File: config.mk
export PLATFORM = sky130hd
export DESIGN_NAME = trigger_driver
export DESIGN_NICKNAME = d
export VERILOG_FILES = /design/src/rtl/trigger_pkg.sv /design/src/rtl/sat_counter.sv /design/src/rtl/trigger_driver.sv
export SDC_FILE = /design/constraint.sdc
export NUM_CORES = 1
export LEC_CHECK = 0
export CAP_MARGIN = 25
export CORE_MARGIN = 2
export CORE_UTILIZATION = 30
export DETAILED_ROUTE_END_ITERATION = 12
export PLACE_DENSITY = 0.55
export SYNTH_ARGS = -nofsm -noshare
export SYNTH_HDL_FRONTEND = slang
export SYNTH_HIERARCHICAL = 1
export SYNTH_SLANG_ARGS = --single-unit
export TNS_END_PERCENT = 50
File: constraint.sdc
create_clock -name clk -period 4.5 [get_ports clk]
set_input_delay 0.45 -clock clk [delete_from_list [all_inputs] [get_ports clk]]
set_output_delay 0.45 -clock clk [all_outputs]
set_load 0.03 [all_outputs]
File: src/rtl/trigger_pkg.sv
// Shared types and default widths for the trigger driver and its helpers.
package trigger_pkg;

  localparam int DEF_DATA_W = 8;
  localparam int DEF_CNT_W  = 8;

  typedef enum logic [2:0] {
    ST_IDLE,
    ST_DRIVE,
    ST_CHECK,
    ST_GAP,
    ST_DONE
  } state_t;

endpackage

File: src/rtl/sat_counter.sv
// Up-counter with synchronous clear and enable that sticks at all-ones.
module sat_counter #(
  parameter int W = 8
) (
  input  logic         clk,
  input  logic         rst_n,
  input  logic         clr,
  input  logic         en,
  output logic [W-1:0] count
);

  // NOTE: sequential state is written with non-blocking assignments only, so
  // every register samples pre-edge values regardless of block ordering.
  always_ff @(posedge clk or negedge rst_n) begin
    if (!rst_n) begin
      count <= '0;
    end else if (clr) begin
      count <= '0;
    end else if (en && (count != '1)) begin
      count <= count + 1'b1;
    end
  end

endmodule

File: src/rtl/trigger_driver.sv
// Emits a seed/step word sequence with one-cycle triggers, checks the capture
// block's confirm after each word and keeps sent/error counts.
module trigger_driver
  import trigger_pkg::*;
#(
  parameter int DATA_W = DEF_DATA_W,
  parameter int CNT_W  = DEF_CNT_W
) (
  input  logic              clk,
  input  logic              rst_n,
  input  logic              start,
  input  logic [CNT_W-1:0]  num_words,
  input  logic [DATA_W-1:0] seed,
  input  logic [DATA_W-1:0] step,
  input  logic [3:0]        gap,
  input  logic              crfm_in,
  output logic              trig,
  output logic [DATA_W-1:0] dout,
  output logic              busy,
  output logic              done,
  output logic [CNT_W-1:0]  sent_cnt,
  output logic [CNT_W-1:0]  err_cnt
);

  state_t              state_q, state_d;
  logic [CNT_W-1:0]    num_q;
  logic [DATA_W-1:0]   step_q;
  logic [3:0]          gap_q;
  logic [DATA_W-1:0]   word_q, word_d;
  logic [3:0]          gap_cnt_q, gap_cnt_d;
  logic [CNT_W-1:0]    sent_q, sent_d;
  logic                accept;
  logic                err_en;
  logic                trig_d;
  logic [DATA_W-1:0]   dout_d;

  // NOTE: every signal assigned here gets a default first, so no path through
  // the case can leave one unassigned and infer a latch.
  always_comb begin
    state_d   = state_q;
    word_d    = word_q;
    gap_cnt_d = gap_cnt_q;
    sent_d    = sent_q;
    accept    = 1'b0;
    err_en    = 1'b0;

    unique case (state_q)
      ST_IDLE: begin
        if (start) begin
          accept  = 1'b1;
          word_d  = seed;
          sent_d  = '0;
          state_d = (num_words == '0) ? ST_DONE : ST_DRIVE;
        end
      end
      ST_DRIVE: begin
        sent_d  = sent_q + 1'b1;
        state_d = ST_CHECK;
      end
      ST_CHECK: begin
        err_en = !crfm_in;
        // sent_q already includes the word just driven.
        if (sent_q == num_q) begin
          state_d = ST_DONE;
        end else begin
          word_d = word_q + step_q;
          if (gap_q == 4'd0) begin
            state_d = ST_DRIVE;
          end else begin
            gap_cnt_d = gap_q;
            state_d   = ST_GAP;
          end
        end
      end
      ST_GAP: begin
        if (gap_cnt_q <= 4'd1) begin
          state_d = ST_DRIVE;
        end else begin
          gap_cnt_d = gap_cnt_q - 4'd1;
        end
      end
      ST_DONE: begin
        state_d = ST_IDLE;
      end
      default: begin
        state_d = ST_IDLE;
      end
    endcase

    // Outputs are registered from the next state so they line up with it.
    trig_d = (state_d == ST_DRIVE);
    dout_d = ((state_d == ST_DRIVE) || (state_d == ST_CHECK)) ? word_d : '0;
  end

  always_ff @(posedge clk or negedge rst_n) begin
    if (!rst_n) begin
      state_q   <= ST_IDLE;
      num_q     <= '0;
      step_q    <= '0;
      gap_q     <= '0;
      word_q    <= '0;
      gap_cnt_q <= '0;
      sent_q    <= '0;
      trig      <= 1'b0;
      dout      <= '0;
    end else begin
      state_q   <= state_d;
      word_q    <= word_d;
      gap_cnt_q <= gap_cnt_d;
      sent_q    <= sent_d;
      trig      <= trig_d;
      dout      <= dout_d;
      if (accept) begin
        num_q  <= num_words;
        step_q <= step;
        gap_q  <= gap;
      end
    end
  end

  sat_counter #(
    .W (CNT_W)
  ) u_err_cnt (
    .clk   (clk),
    .rst_n (rst_n),
    .clr   (accept),
    .en    (err_en),
    .count (err_cnt)
  );

  assign busy     = (state_q != ST_IDLE);
  assign done     = (state_q == ST_DONE);
  assign sent_cnt = sent_q;

endmodule
---- Word level (Yosys, flattened, before mapping) ----
Cells that the tools add are included.
operators by class
  multiplexer cells ....................... 21
  reduce and logical (&&, ||, !) cells .... 12
  $lt $le $gt $ge ......................... 1
  $add $sub $neg .......................... 4
  eq/ne operators ......................... 12
operator list
  cell                                                 number
  two-way mux 8 bit                                    6
  one-hot mux 8 bit (2 select lines)                   2
  adder 8 x 1 -> 8 bit, second input constant          2
  two-way mux 3 bit                                    4
  two-way mux 4 bit                                    3
  one-hot mux 3 bit (4 select lines)                   1
  == test 3 x 2 -> 1 bit, second input constant        3
  adder 8 bit                                          1
  == test 8 bit                                        1
  zero test 8 bit                                      1
  inequality test 2 bit, second input constant         4
  inequality test 8 bit, second input constant         1
  one-hot mux 4 bit (2 select lines)                   1
  == test 3 x 1 -> 1 bit, second input constant        2
  nonzero test 2 bit                                   3
  <= comparator 4 x 1 -> 1 bit, second input constant  1
  zero test 4 bit                                      1
  AND reduction 4 bit                                  1
  subtractor 4 x 1 -> 4 bit, second input constant     1
  == test 3 bit, second input constant                 1
  zero test 3 bit                                      1
  two-way mux 1 bit                                    3
  nonzero test 3 bit                                   1
  two-way mux 2 bit                                    1
  other kinds (4)                                      4
storage, ports and cells
  output and inout port bits .............. 27
  register bits after elaboration ......... 60
  word-level logic and storage cells ...... 60

---- Logic depth before layout (Yosys ltp) ----
  word-level depth ........................ 7
  mapped depth ............................ 8

---- Modules after synthesis ----
The synthesis kept the hierarchy.
modules (own cells, without submodules)
  module          instances  area each (µm²)  seq. area each (µm²)  cells an instance
  trigger_driver  1          2839.0           1301.2                314
  sat_counter     1          464.2            200.2                 49

---- Worst setup path before layout ----
OpenSTA, ideal clock, no wires.
  kind .................................... reg-to-reg
  from .................................... register state_q[0]
  to ...................................... register u_err_cnt.count[3]
  cell stages (with the launch flop) ...... 9
  library setup time ...................... 0.125 ns
  slack ................................... 2.480 ns
  arrival ................................. 1.895 ns
  clock period less this slack ............ 2.020 ns
  path through ............................ dfrtp_1 > buf_2 > nor2_2 > nand2_1 > inv_1 > buf_1 > clkbuf_1 > nor2_1 > mux2_2
between the ends
  elaborated cells between the ends (all ways) .. 7
  classes of those cells .................. eq/ne: 1; mux: 3; reduce/logical: 3
RTL lines
  item                                                     RTL line               RTL
  from (decl)                                              trigger_driver.sv:25   state_t state_q, state_d;
  from (signal assigned)                                   trigger_driver.sv:107  state_q <= state_d;
  zero test 3 bit *                                        trigger_driver.sv:47   unique case (state_q)
  two-way mux 1 bit *                                      trigger_driver.sv:47
  named net accept                                         trigger_driver.sv:32   logic accept;
  two-way mux 8 bit or nonzero test 2 bit (tied branches)  n/a
  to (signal assigned)                                     sat_counter.sv:20      count <= count + 1'b1;
  to (decl)                                                sat_counter.sv:9       output logic [W-1:0] count
Mark *: on every way through the listed nets, which the timed path passes. The rest lies on a longest branch.
A chain may end at the register's enable or synchronous reset.

---- Final worst setup path ----
  from .................................... input start
  to ...................................... register u_err_cnt.count[3]
between the ends
  word-level cells in the longest chain between the ends .. 3
  elaborated cells between the ends (all ways) .. 4
  classes of those cells .................. mux: 3; reduce/logical: 1
RTL lines
  item                                                     RTL line              RTL
  from (decl)                                              trigger_driver.sv:11  input logic start,
  two-way mux 1 bit *                                      trigger_driver.sv:49  if (start) begin
  two-way mux 1 bit *                                      trigger_driver.sv:47
  two-way mux 8 bit or nonzero test 2 bit (tied branches)  n/a
Mark *: on every way between the ends. The rest lies on a longest branch, timed or not.

==> results_dict.tcl <==
set metrics [dict create \
    setup_violations 0 \
    place.gp.congestion 0.8677 \
    portBuffers 58 \
    switching_share_pct 44.51 \
    post_cts_resize_count 0 \
    maxSlewHeadroom_pct 35.22 \
    drt_iter0_drc 124 \
    p_sw_mw 1.366 \
    die_h_um 108.9 \
    place_area_mm2 0.004020 \
    track_usage_pct 16.05 \
    clkPwrFrac_pct 16.1 \
    drtAntennaViolNets 0 \
    wl_um 8813 \
    max_slew.worst_pin.slew_ns 0.9696 \
    hold_viol 0 \
    maxCapViolations 0 \
    antenna_cells 0 \
    vias_per_cell 5.069 \
    hold-worst-slack_ns 0.1343 \
    antenna_found_initial 0 \
    required_ns 4.72 \
    combPwrFrac_pct 52.7 \
    die_area_mm2 0.01187 \
    setup_tns_ns 0 \
    fillers 1098 \
    final_cell_mix "77 x nand2_1, 60 x dfrtp_1, 57 x clkdlybuf4s50_1" \
    grt_pass1_wl_um 14610 \
    finalMaxSlewViolations 0 \
    grt_pass1_vias 2852 \
    p_leak_nw 1.862 \
    path_class "in -> reg" \
    vias 2874 \
    cts.clk_slew.worst_paths_ns 0.07 \
    syn_area_mm2 0.003303 \
    io_pins 59 \
    synth.avg_cell_area_um2 9.100 \
    row_count 38 \
    clock-sinks 60 \
    outcome "finished, final reports clean" \
    nets 466 \
    synth-async-reset-ratio_pct 100.0 \
    cts_buffers 9 \
    grt_overflow_total 0 \
    htree_levels 3 \
    cts_tree "built" \
    multi_input_area_mm2 0.001719 \
    clock-root-buffer "clkbuf_8" \
    ys_seq_area_share_pct 45.45 \
    intPower_mw 1.703 \
    fmax_ghz 0.3269 \
    drive_above_1_share_pct 8.197 \
    seqPwrFrac_pct 31.3 \
    syn_nets 407 \
    postCtsHoldBufs 0 \
    synth_edf_count 0 \
    crit_fanout 25 \
    drc 0 \
    syn_to_final_growth_pct 27.80 \
    fin_crit_ns 3.059 \
    initial_core_util_pct 30.61 \
    syn_inst 363 \
    crit_path_start_kind "input pin" \
    yosysUniqueCellTypes 58 \
    dp_hpwl_um 6339 \
    p_per_area_mw_per_mm2 727.2 \
    coreArea_mm2 0.01079 \
    register_area_mm2 0.001501 \
    final_common_cell "nand2_1" \
    worst_clock_skew_ns 0.007119 \
    arrival_ns 3.28 \
    grt_max_degree 38 \
    hold_class "in -> async" \
    chipWidth_um 108.9 \
    ys_ff_latch 60 \
    ys_warn_count 6 \
    period_share_pct 67.98 \
    ys.flop_type "dfrtp_1" \
    routedWlPerCell_um 15.54 \
    postCtsSetupBuffers 0 \
    rsz0062_at_grt "false" \
    design_area_mm2 0.004222 \
    cp-end-kind "flip-flop" \
    ir_drop_v 0.0002706 \
    first_pass_iters 5 \
    clk_latency_ns 0.33 \
    cts_buffer_depth 2 \
]
==> critical path, stage by stage <==
cell	delay [ns]
clkdlybuf4s50_1	0.77
nor2b_1	0.29
nand2_1	0.52
inv_1	0.56
buf_4	0.33
nor2_1	0.07
mux2_2	0.27
==> cells by family (layout without fill, tap and decap cells) <==
kind of cell	Yosys count	after routing	share of synthesized area, %
muxes	9	9	2.841
adders and majority gates	12	12	4.773
AOI/OAI and AO/OA	85	85	17.42
DFF	60	60	45.45
xor gates and xnor gates	11	11	2.917
buffers and inverters	21	85	2.500
and+or+nand+nor	165	165	24.09
==> state kept, by name, indices dropped and copies added, names as in the netlist <==
signal,count
dout,8
u_err_cnt/count,8
word_q,8
gap_q,4
step_q,8
sent_cnt,8
num_q,8
gap_cnt_q,4
state_q,3
trig,1
==> layer usage <==
layer | part of all wire, % | wire length (um) | up-vias | GRT usage [%]
met2 | 42 | 3739 | 76 | 22.94
li1 | - | - | 1407 | -
met4 | 1.6 | 141 | 0 | 5.586
met1 | 52 | 4560 | 1377 | 24.15
met3 | 4.2 | 372 | 14 | 2.809
met5 | 0 | 0 | - | 0
==> worst paths after layout <==
path / start / end / slack (ns) / cells after the start
worst max-delay path: start / u_err_cnt/count[3]$_DFFE_PN0P_ / 1.44 / 7
worst min-delay path: rst_n / u_err_cnt/count[7]$_DFFE_PN0P_ / 0.13 / 1
worst max register to register: state_q[1]$_DFF_PN0_ / u_err_cnt/count[3]$_DFFE_PN0P_ / 1.69 / 6
worst min register to register: step_q[6]$_DFFE_PN0P_ / step_q[6]$_DFFE_PN0P_ / 0.49 / 2
max in group asynchronous: rst_n / step_q[1]$_DFFE_PN0P_ / 3.44 / 2
min in group clk: step_q[6]$_DFFE_PN0P_ / step_q[6]$_DFFE_PN0P_ / 0.49 / 2
==> area by class of cell <==
type | count | area share, %
Clock inverter | 5 | 1.186
Tap cell | 140 | 4.149
Clock buffer | 11 | 3.586
Inverter | 9 | 0.8002
Sequential cell | 60 | 35.57
Multi-Input combinational cell | 282 | 40.72
Timing Repair Buffer | 60 | 13.99
==> cell usage after synthesis (5+ instances only) <==
| cell type | count | share of area [%] |
|---|---|---|
| o21ai_0 | 20 | 3.0 |
| o22ai_1 | 8 | 1.5 |
| ha_1 | 11 | 4.2 |
| nand2_1 | 77 | 8.8 |
| clkbuf_1 | 7 | 0.80 |
| nand2b_1 | 6 | 1.1 |
| nor3b_1 | 6 | 1.4 |
| nor2b_1 | 5 | 0.95 |
| nor2_1 | 27 | 3.1 |
| inv_1 | 9 | 1.0 |
| a211oi_1 | 6 | 1.4 |
| a21oi_1 | 19 | 2.9 |
| and3_1 | 6 | 1.1 |
| mux2i_1 | 6 | 1.8 |
| nor3_1 | 7 | 1.1 |
| dfrtp_1 | 60 | 45 |
| nor4_1 | 7 | 1.3 |
| xor2_1 | 9 | 2.4 |
==> metrics by stage <==
step / std cells / setup slack [ns] / util, % / total power [mW]
6_report: 567 / 1.441 / 39.11 / 3.070
4_1_cts: 567 / 1.424 / 39.11 / 3.084
2_1_floorplan: 363 / 2.480 / - / 2.103
3_5_place_dp: 551 / 1.064 / 37.25 / 2.576
3_3_place_gp: 551 / 1.174 / 37.25 / 2.559
5_1_grt: 567 / 1.102 / 39.11 / 3.343
==> power by group through the flow <==
stage / Combinational [mW] / Clock [mW] / Sequential, mW
6_report: 1.62 / 0.493 / 0.959
5_1_grt: 1.82 / 0.530 / 0.996
4_1_cts: 1.62 / 0.504 / 0.960
3_5_place_dp: 1.61 / 0 / 0.967
3_3_place_gp: 1.59 / 0 / 0.969
2_1_floorplan: 1.11 / 0 / 0.997
Power figures use the tool's default switching activity.
